<file path="config.mk">
export PLATFORM = sky130hd
export DESIGN_NAME = k_nearest_select_flat
export DESIGN_NICKNAME = d
export VERILOG_FILES = /design/src/rtl/k_nearest_select_if.sv /design/src/rtl/k_nearest_select.sv /design/src/flat_wrapper.sv
export SDC_FILE = /design/constraint.sdc
export NUM_CORES = 1
export LEC_CHECK = 0
export ABC_AREA = 1
export CAP_MARGIN = 10
export CORE_UTILIZATION = 56
export DETAILED_ROUTE_END_ITERATION = 6
export PLACE_DENSITY = 0.79
export SYNTH_ARGS = -nofsm -noshare
export SYNTH_HDL_FRONTEND = slang
export SYNTH_SLANG_ARGS = --single-unit
</file>
<file path="constraint.sdc">
create_clock -name clk -period 2.5 [get_ports clk]
set_clock_uncertainty 0.05 [all_clocks]
set_input_delay 0.5 -clock clk [delete_from_list [all_inputs] [get_ports clk]]
set_output_delay 0.5 -clock clk [all_outputs]
set_load 0.02 [all_outputs]
</file>
<file path="src/rtl/k_nearest_select_if.sv">
// k_nearest_select_if: bundles the sample stream and the neighbour-list handshake.
//   master : k_nearest_select side (consumes samples, produces the neighbour list)
//   slave  : producer of samples / k_type consumer side
// Signals: sample_valid/ready/last, distance_in, type_in, valid_sort,
//   k_nearest_neighbours_type, inference_done, short_query,
//   k_nearest_distances (only when KNN_DIST_OUT_EN is defined).
interface k_nearest_select_if #(
    parameter int unsigned W      = 32,
    parameter int unsigned K      = 5,
    parameter int unsigned TYPE_W = 4
);
    logic                  sample_valid;
    logic                  sample_ready;
    logic                  sample_last;
    logic [W-1:0]          distance_in;
    logic [TYPE_W-1:0]     type_in;
    logic                  valid_sort;
    logic [K*TYPE_W-1:0]   k_nearest_neighbours_type;
    logic                  inference_done;
    logic                  short_query;
`ifdef KNN_DIST_OUT_EN
    logic [K*W-1:0]        k_nearest_distances;

    modport master (
        input  sample_valid, sample_last, distance_in, type_in, inference_done,
        output sample_ready, valid_sort, k_nearest_neighbours_type, short_query,
               k_nearest_distances
    );
    modport slave (
        output sample_valid, sample_last, distance_in, type_in, inference_done,
        input  sample_ready, valid_sort, k_nearest_neighbours_type, short_query,
               k_nearest_distances
    );
`else
    modport master (
        input  sample_valid, sample_last, distance_in, type_in, inference_done,
        output sample_ready, valid_sort, k_nearest_neighbours_type, short_query
    );
    modport slave (
        output sample_valid, sample_last, distance_in, type_in, inference_done,
        input  sample_ready, valid_sort, k_nearest_neighbours_type, short_query
    );
`endif
endinterface

</file>
<file path="src/rtl/k_nearest_select.sv">
// k_nearest_select: keeps the K smallest (distance, type) pairs of a query of up
// to N samples via shift-insertion, pulses valid_sort once the query ends and
// holds the list until inference_done.
// Ports: clk, rst (synchronous, active-high), bus (k_nearest_select_if.master).
// Optional macro KNN_DIST_OUT_EN exposes the sorted distance slots on
// bus.k_nearest_distances.
module k_nearest_select #(
    parameter int unsigned N      = 10,
    parameter int unsigned W      = 32,
    parameter int unsigned K      = 5,
    parameter int unsigned TYPE_W = 4
) (
    input  logic               clk,
    input  logic               rst,
    k_nearest_select_if.master bus
);
    localparam int unsigned CNT_W = $clog2(N + 1);

    typedef enum logic [1:0] {
        COLLECT   = 2'd0,
        EMIT      = 2'd1,
        WAIT_DONE = 2'd2
    } state_t;

    state_t                    state_q, state_d;
    logic [K-1:0][W-1:0]       dist_q, dist_d;
    logic [K-1:0][TYPE_W-1:0]  type_q, type_d;
    logic [CNT_W-1:0]          count_q, count_d, count_inc;
    logic                      short_q, short_d;
    logic                      ready_q, valid_q;
    logic [K-1:0]              lt;

    // Per-slot strict compare; the list is sorted, so lt is monotone (0..0 1..1).
    always_comb begin
        for (int i = 0; i < K; i++) begin
            lt[i] = bus.distance_in < dist_q[i];
        end
    end

    assign count_inc = count_q + CNT_W'(1);

    // Next-state, insertion and clear logic.
    always_comb begin
        state_d = state_q;
        dist_d  = dist_q;
        type_d  = type_q;
        count_d = count_q;
        short_d = short_q;
        case (state_q)
            COLLECT: begin
                if (bus.sample_valid) begin
                    count_d = count_inc;
                    // Slot 0 loads on any hit; others shift from below if the
                    // slot below also hit, else they are the first hit and load.
                    if (lt[0]) begin
                        dist_d[0] = bus.distance_in;
                        type_d[0] = bus.type_in;
                    end
                    for (int i = 1; i < K; i++) begin
                        if (lt[i]) begin
                            if (lt[i-1]) begin
                                dist_d[i] = dist_q[i-1];
                                type_d[i] = type_q[i-1];
                            end else begin
                                dist_d[i] = bus.distance_in;
                                type_d[i] = bus.type_in;
                            end
                        end
                    end
                    if (bus.sample_last || (count_inc == CNT_W'(N))) begin
                        state_d = EMIT;
                        short_d = count_inc < CNT_W'(K);
                    end
                end
            end
            EMIT: begin
                state_d = WAIT_DONE;
            end
            WAIT_DONE: begin
                if (bus.inference_done) begin
                    state_d = COLLECT;
                    dist_d  = '1;
                    type_d  = '0;
                    count_d = '0;
                    short_d = 1'b0;
                end
            end
            default: begin
                state_d = COLLECT;
            end
        endcase
    end

    // State and datapath registers; handshake outputs registered from next state.
    always_ff @(posedge clk) begin
        if (rst) begin
            state_q <= COLLECT;
            dist_q  <= '1;
            type_q  <= '0;
            count_q <= '0;
            short_q <= 1'b0;
            ready_q <= 1'b1;
            valid_q <= 1'b0;
        end else begin
            state_q <= state_d;
            dist_q  <= dist_d;
            type_q  <= type_d;
            count_q <= count_d;
            short_q <= short_d;
            ready_q <= (state_d == COLLECT);
            valid_q <= (state_d == EMIT);
        end
    end

    assign bus.sample_ready              = ready_q;
    assign bus.valid_sort                = valid_q;
    assign bus.short_query               = short_q;
    assign bus.k_nearest_neighbours_type = type_q;
`ifdef KNN_DIST_OUT_EN
    assign bus.k_nearest_distances       = dist_q;
`else
    // Distance slots stay internal.
`endif
endmodule

</file>
<file path="src/flat_wrapper.sv">
// flat-port wrapper written by rule: the top's interface ports become plain ports
module k_nearest_select_flat 
#(
    parameter int unsigned N      = 10,
    parameter int unsigned W      = 32,
    parameter int unsigned K      = 5,
    parameter int unsigned TYPE_W = 4
)
  (clk, rst, bus_sample_valid, bus_sample_last, bus_distance_in, bus_type_in, bus_inference_done, bus_sample_ready, bus_valid_sort, bus_k_nearest_neighbours_type, bus_short_query);
  k_nearest_select_if #(.W(W), .K(K), .TYPE_W(TYPE_W)) bus_i ();
  input  logic clk;
  input  logic rst;
  input wire logic [$bits(bus_i.sample_valid)-1:0] bus_sample_valid;
  input wire logic [$bits(bus_i.sample_last)-1:0] bus_sample_last;
  input wire logic [$bits(bus_i.distance_in)-1:0] bus_distance_in;
  input wire logic [$bits(bus_i.type_in)-1:0] bus_type_in;
  input wire logic [$bits(bus_i.inference_done)-1:0] bus_inference_done;
  output wire logic [$bits(bus_i.sample_ready)-1:0] bus_sample_ready;
  output wire logic [$bits(bus_i.valid_sort)-1:0] bus_valid_sort;
  output wire logic [$bits(bus_i.k_nearest_neighbours_type)-1:0] bus_k_nearest_neighbours_type;
  output wire logic [$bits(bus_i.short_query)-1:0] bus_short_query;
  assign bus_i.sample_valid = bus_sample_valid;
  assign bus_i.sample_last = bus_sample_last;
  assign bus_i.distance_in = bus_distance_in;
  assign bus_i.type_in = bus_type_in;
  assign bus_i.inference_done = bus_inference_done;
  assign bus_sample_ready = bus_i.sample_ready;
  assign bus_valid_sort = bus_i.valid_sort;
  assign bus_k_nearest_neighbours_type = bus_i.k_nearest_neighbours_type;
  assign bus_short_query = bus_i.short_query;
  k_nearest_select #(.N(N), .W(W), .K(K), .TYPE_W(TYPE_W)) u_core (.clk(clk), .rst(rst), .bus(bus_i));
endmodule
</file>
==> impl_metrics.tcl, run 1 <==
set metrics [dict create \
    status "complete, but fails checks" \
    failed_checks "DRC, setup timing" \
    yosys.cell_types.count 35 \
    hold_path.class "input port to flop" \
    wl_per_cell_um 21.9 \
    cp.arrival_ns 3.10 \
    place_hpwl_um 24600 \
    ys_seq_elements 189 \
    cts_tree "yes" \
    antenna_left 0 \
    syn_area_mm2 0.0127 \
    critPathKind "input port to flop" \
    synthTopCellsByArea "dfxtp_1 30%, ha_1 15%, nand2_1 14%" \
    fillers 1413 \
    grt_start_max_net_pins 121 \
    period_needed_ns 2.80 \
    yosysTopAreaCell "dfxtp_1" \
    port_buffers 63 \
    yosysMostFrequentCell "nand2_1" \
    cts_hold_buffers 0 \
    first_pass_iters 7 \
    ys.warnings.count 0 \
    hold_viol 0 \
    critPathCapture "u_core.dist_q[49]" \
    syn_nets 2044 \
    yosysTopAreaCellShare_pct 29.8 \
    antenna_found_initial 0 \
    fp-row-count 54 \
    drive_gt1_share_pct 19.9 \
    worst_pin_slew_ns 0.864 \
    clock_latency_ns 0.47 \
    worstReg2RegStart "u_core.dist_q[31]" \
    crit_required_ns 2.80 \
    drv_slew 0 \
    die_w_um 152 \
    io_pins 64 \
    root_buffer "clkbuf_16" \
    die-area_mm2 0.0233 \
    clk_pin_slew_ns 0.07 \
    core_region_area_mm2 0.0220 \
    tns_ns -15.72 \
    start_kind "input port" \
    grt_pass1_wl_um 63800 \
    remaining_drc_errors 12 \
    cts.htree.levels 4 \
    place_congestion 0.878 \
    critical_path.max_fanout 38 \
    endpoint_kind "flop" \
    grt_pass1_vias 13044 \
    synth_flop_cell "dfxtp_1" \
    power_density_mw_per_mm2 807 \
    setup_slack_ns -0.299 \
    r2r_cells 13 \
    hold_ws_ns 0.362 \
    nets 2216 \
    power.leakage_uw 0.00866 \
    period_share_pct 112 \
    fmax_mhz 357 \
    dr_total_vias 14939 \
    overflow 0 \
    synth_seq_area_share_pct 29.8 \
    routed_via_density 6.46 \
    drt_wl_total_um 50600 \
    synth_edf_count 0 \
    drtIter0Drc 2132 \
    track_usage_pct 34.2 \
    max-slew-margin-rel_pct 42.4 \
    r2r_slack_ns -0.22 \
    peakVddDrop_v 0.000585 \
    antenna_cells 0 \
    clock_path_buffers 2 \
    start_util_pct 57.6 \
    areaGrowthSynthToFinish_pct 32.8 \
    syn_inst 1846 \
    setup_violations 160 \
    synthArstFlopShare_pct 0 \
    rr_endpoint "u_core.dist_q[49]" \
    drv_cap 0 \
    chipHeight_um 152 \
    synth_area_per_cell_um2 6.87 \
    numCtsBuffers 17 \
    netlist_top_cells_count "486 x nand2_1, 198 x inv_1, 189 x dfxtp_1" \
    clkSinkCount 189 \
    crit_start "bus_distance_in[30]" \
]
[state kept, by name, summed over array words and instances, names as in the netlist]
register	cells
u_core.bus.k_nearest_neighbours_type	20
u_core.bus.sample_ready	1
u_core.bus.short_query	1
u_core.bus.valid_sort	1
u_core.count_q	4
u_core.dist_q	160
u_core.state_q	2
[report_power, final]
| group | total [uW] | switching, uW | leakage (uW) | internal (uW) |
|---|---|---|---|---|
| Sequential | 3920 | 333 | 0.00157 | 3590 |
| Combinational | 6880 | 4050 | 0.00682 | 2820 |
| Clock | 2800 | 1360 | 0.000273 | 1430 |
| Total | 13600 | 5750 | 0.00866 | 7840 |
[critical path, cell delays in order]
cell and delay, ns:
dlygate4sd2_1 0.28, buf_4 0.16, ha_1 0.32, nand4_1 0.15
inv_1 0.09, nand2_1 0.18, inv_1 0.12, a21oi_4 0.26
nand2_8 0.11, buf_12 0.18, nand2_1 0.23, o21ai_0 0.19
o21ai_1 0.21, nand2_1 0.08
[per-layer routing]
metal	up-vias	wire [um]	GRT usage (%)
li1	6462	-	-
met1	6781	17400	39.1
met2	1279	22400	58.5
met3	417	6440	7.14
met4	0	4300	21.1
met5	-	0	0
[cells in the final DEF, fill, tap and decap left out, types with 4 or more instances in the layout]
| master | netlist | final |
|---|---|---|
| a21oi_1 | 187 | 151 |
| inv_2 | 4 | 6 |
| nor2_2 | 2 | 7 |
| nand2_8 | 0 | 5 |
| dlymetal6s2s_1 | 0 | 19 |
| nand2_1 | 486 | 459 |
| o211ai_2 | 10 | 10 |
| ha_1 | 157 | 126 |
| nand3_1 | 90 | 83 |
| nor3_2 | 0 | 7 |
| buf_4 | 7 | 95 |
| clkbuf_16 | 0 | 28 |
| clkdlybuf4s50_1 | 0 | 32 |
| dfxtp_1 | 189 | 189 |
| inv_1 | 198 | 195 |
| o21ai_2 | 0 | 14 |
| buf_6 | 21 | 32 |
| nor2_1 | 77 | 67 |
| o21ai_0 | 185 | 152 |
| a21oi_4 | 4 | 10 |
| buf_16 | 0 | 6 |
| o21ai_1 | 85 | 104 |
| o211ai_1 | 24 | 24 |
| a21oi_2 | 3 | 33 |
| nand2_2 | 8 | 26 |
| nand4_1 | 10 | 10 |
| buf_2 | 30 | 10 |
| nand3_2 | 0 | 6 |
| nand2_4 | 4 | 8 |
| ha_4 | 0 | 29 |
| nor2_4 | 1 | 6 |
| buf_12 | 0 | 31 |
| clkbuf_2 | 1 | 7 |
| dlygate4sd2_1 | 0 | 4 |
[cell type report]
type / count / area, um2 / share of cell area (%)
Multi-Input combinational cell: 1356 / 8460 / 50.2
Sequential cell: 189 / 3780 / 22.5
Timing Repair Buffer: 252 / 2920 / 17.4
Inverter: 202 / 761 / 4.52
Clock buffer: 20 / 457 / 2.71
Tap cell: 280 / 350 / 2.08
Clock inverter: 12 / 111 / 0.661
[worst min-delay path by stage]
stage | start | cells past startpoint | end
4_1_cts | rst | 3 | u_core.dist_q[84]
3_5_place_dp | u_core.dist_q[108] | 2 | u_core.dist_q[108]
5_1_grt | rst | 3 | u_core.dist_q[151]
6_report | bus_distance_in[19] | 3 | u_core.dist_q[19]
2_1_floorplan | u_core.dist_q[102] | 2 | u_core.dist_q[102]
3_3_place_gp | u_core.dist_q[75] | 2 | u_core.dist_q[75]
[cells by family after synthesis]
kind of cell | after synthesis | share of synthesized area (%)
AND/OR/NAND/NOR | 690 | 22.1
AO/OA/AOI/OAI | 507 | 21.7
buffers and inverters | 301 | 10.7
flip-flops | 189 | 29.8
adder cells (fa/ha/maj) | 157 | 15.5
XOR/XNOR | 2 | 0.138
[per-stage QoR]
step / std cells / worst slack [ns] / total power, uW / util (%) / area, um2
2_1_floorplan: 1846 / 0.254 / 7240 / - / 12700
5_1_grt: 2311 / -0.402 / 14100 / 76.5 / 16800
6_report: 2311 / -0.299 / 13600 / 76.5 / 16800
4_1_cts: 2269 / -0.0374 / 12100 / 70.7 / 15600
3_5_place_dp: 2211 / -0.641 / 8820 / 65.0 / 14300
3_3_place_gp: 2211 / -0.620 / 8640 / 65.0 / 14300
[what timing repair did]
item / CTS / global route
setup buffers: 18 / 21
gates cloned: 8 / 22
pin swaps: 22 / 70
resized for setup: 82 / 205
setup endpoints to repair: 180 / 180
(Power assumes the default switching activity.)
==> run 2, diff against run 1 <==
- CAP_MARGIN: 10 -> 20
==> results of run 2 <==
Same layout as run 1: the final DEF is identical, and so are final timing and power.
